**src/rtl/inst_fetch_ctrl.sv**
```systemverilog
// inst_fetch_ctrl: assembles 32-bit little-endian words from a byte memory, sharing the port with a program loader.
// Optional INST_FETCH_RANGE_CHECK_EN adds a sticky fetch_err for a pc outside the memory.
module inst_fetch_ctrl #(
  parameter int          MEM_BYTES = 32,
  parameter logic [31:0] PC_RESET  = 32'h0000_0000,
  localparam int         AW        = $clog2(MEM_BYTES)
) (
  input  logic          clk,
  input  logic          reset,
  output logic [AW-1:0] mem_addr,
  input  logic [7:0]    mem_rdata,
  output logic          mem_we,
  output logic [7:0]    mem_wdata,
  input  logic          ld_valid,
  input  logic [AW-1:0] ld_addr,
  input  logic [7:0]    ld_data,
  output logic          ld_ready,
  input  logic          redirect,
  input  logic [31:0]   redirect_pc,
  output logic          inst_valid,
  input  logic          inst_ready,
  output logic [31:0]   inst_code,
`ifdef INST_FETCH_RANGE_CHECK_EN
  output logic          fetch_err,
`endif
  output logic [31:0]   inst_pc
);
  typedef enum logic {FETCH, VALID} state_t;
  state_t state, state_n;
  logic [1:0] cnt, cnt_n;
  logic [31:0] pc, pc_n, code_n, target;
  logic oor, stall;
  assign target = redirect_pc & ~32'd3;
  assign stall = state == FETCH && cnt == 2'd0 && oor;
`ifdef INST_FETCH_RANGE_CHECK_EN
  assign oor = pc >= 32'(MEM_BYTES);
  always_ff @(posedge clk)
    if (reset) fetch_err <= 1'b0;
    else if (redirect) fetch_err <= fetch_err & (target >= 32'(MEM_BYTES));
    else if (stall) fetch_err <= 1'b1;
`else
  assign oor = 1'b0;
`endif
  always_comb begin
    ld_ready = ld_valid & ~reset;
    mem_we = ld_ready;
    mem_wdata = ld_ready ? ld_data : 8'h00;
    mem_addr = ld_ready ? ld_addr : pc[AW-1:0] + AW'(cnt);
    inst_valid = state == VALID;
    inst_pc = pc;
    state_n = state;
    cnt_n = cnt;
    pc_n = pc;
    code_n = inst_code;
    // a loader cycle steals the port, so the word restarts rather than mixing old and new bytes
    if (state == FETCH && !stall) begin
      if (ld_ready) cnt_n = 2'd0;
      else begin
        code_n[{cnt, 3'b000} +: 8] = mem_rdata;
        cnt_n = cnt + 2'd1;
        state_n = cnt == 2'd3 ? VALID : FETCH;
      end
    end
    if (inst_valid && inst_ready) begin
      pc_n = pc + 32'd4;
      state_n = FETCH;
      cnt_n = 2'd0;
    end
    if (redirect) begin
      pc_n = target;
      state_n = FETCH;
      cnt_n = 2'd0;
    end
  end
  always_ff @(posedge clk)
    if (reset) begin
      state <= FETCH;
      cnt <= 2'd0;
      pc <= PC_RESET;
      inst_code <= 32'h0;
    end else begin
      state <= state_n;
      cnt <= cnt_n;
      pc <= pc_n;
      inst_code <= code_n;
    end
endmodule

```
**config.mk**
```make
export PLATFORM = sky130hd
export DESIGN_NAME = inst_fetch_ctrl
export DESIGN_NICKNAME = d
export VERILOG_FILES = /design/src/rtl/inst_fetch_ctrl.sv
export SDC_FILE = /design/constraint.sdc
export NUM_CORES = 1
export LEC_CHECK = 0
export ABC_CLOCK_PERIOD_IN_PS = 2900
export CAP_MARGIN = 10
export CORE_AREA = 2 2 93 95
export DETAILED_ROUTE_END_ITERATION = 12
export DIE_AREA = 0 0 95 97
export GPL_ROUTABILITY_DRIVEN = 1
export GPL_TIMING_DRIVEN = 0
export PLACE_DENSITY = 0.75
export SLEW_MARGIN = 15
export SYNTH_ARGS = -nofsm -noshare
export SYNTH_HDL_FRONTEND = slang
export SYNTH_SLANG_ARGS = --single-unit
```
**constraint.sdc**
```tcl
create_clock -name clk -period 2.9 [get_ports clk]
set_input_delay 0.58 -clock clk [delete_from_list [all_inputs] [get_ports clk]]
set_output_delay 0.58 -clock clk [all_outputs]
set_load 0.01 [all_outputs]
```
==> results.toml <==
[final_layout]
n_fill_cell = 712
drive_above_1_share_pct = 6.446
fin_util_pct = 60.42
n_antenna_cell = 0
final_common_cell = "clkdlybuf4s50_1"
mostFrequentLayoutCells = "clkdlybuf4s50_1 (130), dfxtp_1 (65), nand2_1 (54), nand3_1 (45), a21oi_1 (40)"
area_growth_pct = 53.44
nNetsFinal = 603

[hold_path]
worstHoldStart = "inst_code[3]"
hold_path_depth = 2
hold_path.class = "reg -> reg"
min_to = "inst_code[3]"

[setup_path]
path_max_fanout = 11
worstPathRequired_ns = 2.32
worstSetupStartpointType = "primary input"
critPathCaptureType = "output pin"
r2r_start = "cnt[0]"
path_class = "in -> out"
worst-path-stages = 6
rr_endpoint = "inst_code[16]"
r2r_setup_slack_ns = 0.84
crit_slowest_cell = "clkdlybuf4s50_1"
r2r_cells = 6
cp_slowest_stage_delay_ns = 0.53
path_cells = "clkdlybuf4s50_1 -> nor2b_1 -> clkbuf_4 -> clkbuf_4 -> and2_1 -> clkdlybuf4s50_1"
cp_top_family = "buffers and inverters"
critPathBufInv = 4
critPathArrivalTime_ns = 2.23

[clock_tree]
cts_root_buf = "clkbuf_8"
cts.htree.levels = 3
cts_setup_buffers = 0
path_clk_slew_ns = 0.07
holdBufCountCts = 0
cts_buffer_depth = 2
cts_tree = "built"
insertion_delay_ns = 0.34
clock_sinks = 65
numCtsBuffers = 9

[pwr]
comb_power_share_pct = 15.5
ir_drop_v = 0.0002411
leakage_nw = 1.749
p_clk_share_pct = 41.4
p_int_mw = 1.695
pwr_density_cell_nw_per_um2 = 459.7
power_mw = 2.259
switching_power_mw = 0.5646
p_sw_share_pct = 24.99
p_seq_share_pct = 43.1

[yosys]
synth-seq-cells = 65
synthMuxAreaShare_pct = 2.305
syn_area_per_cell_um2 = 8.130
synth-adder-area-share_pct = 2.734
synth.yosys.seq_area_share_pct = 40.63
synth_top_family_by_area = "simple AND/OR/NAND/NOR gates"
yosys.area_share.simple_pct = 30.04
synth_compound_area_share_pct = 12.62
yosys_warnings = 0
synth_xor_area_share_pct = 7.656
netlist_instances = 394
netlist_area_um2 = 3203
synth_cell_types = 38

[timing]
rsz0062_at_grt = "no"
fmax_ghz = 0.3553
clock_skew_ns = 0.006661
hold_viol = 0
finalSetupViolations = 0
slew_violations = 0
min_period_ns = 2.815
relSlewSlack_pct = 43.36
setup_ws_ns = 0.08530
tightest_slew_ns = 0.8431
fin_crit_sh_pct = 97.06
hold_ws_ns = 0.4553
setup_tns_ns = 0

[grt]
overflow = 0
antenna_found_initial = 0
grt_max_degree = 13
grt_pass1_vias = 3185
grt_pass1_wl_um = 15120
grt_usage_pct = 20.44

[placed_design]
port_buffers = 132
place_ws_ns = -0.3587
gp_congestion = 0.8838
dp_hpwl_um = 7166

[floorplan]
chipHeight_um = 97
rows = 33
start_util_pct = 39.38
core_um2 = 8134
io_pins = 138
die_area_um2 = 9215
die_width_um = 95

[run_status]
outcome = "finished clean"

[routing]
dr.pass1.iters = 4
ant_nets = 0
wl_per_cell_um = 14.63
vias_per_cell = 5.131
route.vias.total = 3325
wirelength_um = 9482
drc_errors = 0
drt_iter0_markers = 109

[job]
max-cap-violations = 0
## timing repair
item | CTS | global route
setup endpoints to repair | 15 | 2
gates resized for setup | 4 | 2
cloned | 0 | 0
## Yosys cell counts
cell type / number / share of area, %
nand3_4: 1 / 0.55
o32a_1: 1 / 0.31
xnor2_1: 7 / 1.9
buf_4: 3 / 0.70
a21oi_1: 40 / 6.2
nor3_1: 8 / 1.3
or3_1: 1 / 0.20
mux2i_1: 4 / 1.3
or3_2: 1 / 0.23
xor2_1: 21 / 5.7
ha_1: 7 / 2.7
and2_0: 2 / 0.39
a211oi_1: 15 / 3.5
nor2b_1: 2 / 0.39
conb_1: 1 / 0.12
nor4_1: 4 / 0.78
buf_2: 1 / 0.16
and2_1: 15 / 2.9
o31ai_1: 1 / 0.23
nor2_1: 32 / 3.8
inv_1: 3 / 0.35
a211oi_2: 3 / 1.2
clkbuf_1: 19 / 2.2
nand2_1: 54 / 6.3
o31ai_2: 1 / 0.39
dfxtp_1: 65 / 41
buf_1: 3 / 0.35
nor4_4: 2 / 1.3
and3_1: 5 / 0.98
and4_1: 2 / 0.55
nand3b_1: 1 / 0.23
nand3_1: 45 / 7.0
mux2_2: 3 / 1.1
nand4_1: 15 / 2.9
inv_2: 1 / 0.12
nor2_2: 1 / 0.20
o21ai_0: 3 / 0.47
a311oi_1: 1 / 0.27
## state kept, by name (all words and copies together), names as in the netlist
register and cells:
cnt 2, inst_code 32, inst_pc 30, inst_valid 1
## cell families (layout without fill, tap and decap cells)
group,after synthesis,count (layout)
xor gates and xnor gates,28,28
buffers and inverters,30,178
DFF,65,65
AOI/OAI and AO/OA,65,65
and+or+nand+nor,191,191
muxes,7,7
other,1,2
adders and majority gates,7,7
## per-stage QoR
step           cells  cell area, um2
3_5_place_dp     632            4659
3_3_place_gp     632            4659
2_1_floorplan    395            3207
5_1_grt          648            4915
6_report         648            4915
4_1_cts          648            4910
## worst max path at each step
stage | startpoint | end | slack (ns)
final | reset | mem_wdata[3] | 0.09
after global routing | reset | mem_wdata[4] | 0.001
after CTS | reset | mem_addr[1] | 0.02
after detailed placement | reset | mem_addr[1] | -0.36
after global placement | reset | mem_addr[0] | -0.30
after floorplan | ld_valid | mem_wdata[2] | 0.81
## layer usage
| metal | GRT usage [%] | wire, um |
|---|---|---|
| met5 | 0 | 0 |
| met4 | 7.023 | 193 |
| met3 | 5.140 | 711 |
| met2 | 34.26 | 4489 |
| met1 | 25.18 | 4088 |
## power groups by stage
| stage | Sequential (mW) | Combinational, mW | Clock, mW |
|---|---|---|---|
| detailed placement | 0.993 | 0.348 | 0 |
| finish | 0.974 | 0.349 | 0.936 |
| global route | 0.980 | 0.377 | 0.990 |
| floorplan | 1.00 | 0.130 | 0 |
| CTS | 0.973 | 0.352 | 0.946 |
| global placement | 0.992 | 0.343 | 0 |
## worst register-to-register path: cells and delay by family, from the launching register on
kind	cells	cell delay, ns
and+or+nand+nor	2	0.76
DFF	1	0.45
adders and majority gates	1	0.33
buffers and inverters	2	0.26
AOI/OAI and AO/OA	1	0.18
## final cells by class
type / instances / area [um2] / area share (%)
Timing Repair Buffer: 132 / 1326 / 26.99
Buffer: 26 / 117.6 / 2.393
Inverter: 4 / 15.01 / 0.3055
Clock inverter: 7 / 118.9 / 2.419
Clock buffer: 9 / 123.9 / 2.520
Sequential cell: 65 / 1301 / 26.48
Tap cell: 105 / 131.4 / 2.673
Multi-Input combinational cell: 300 / 1780 / 36.23
(Power assumes the default switching activity.)
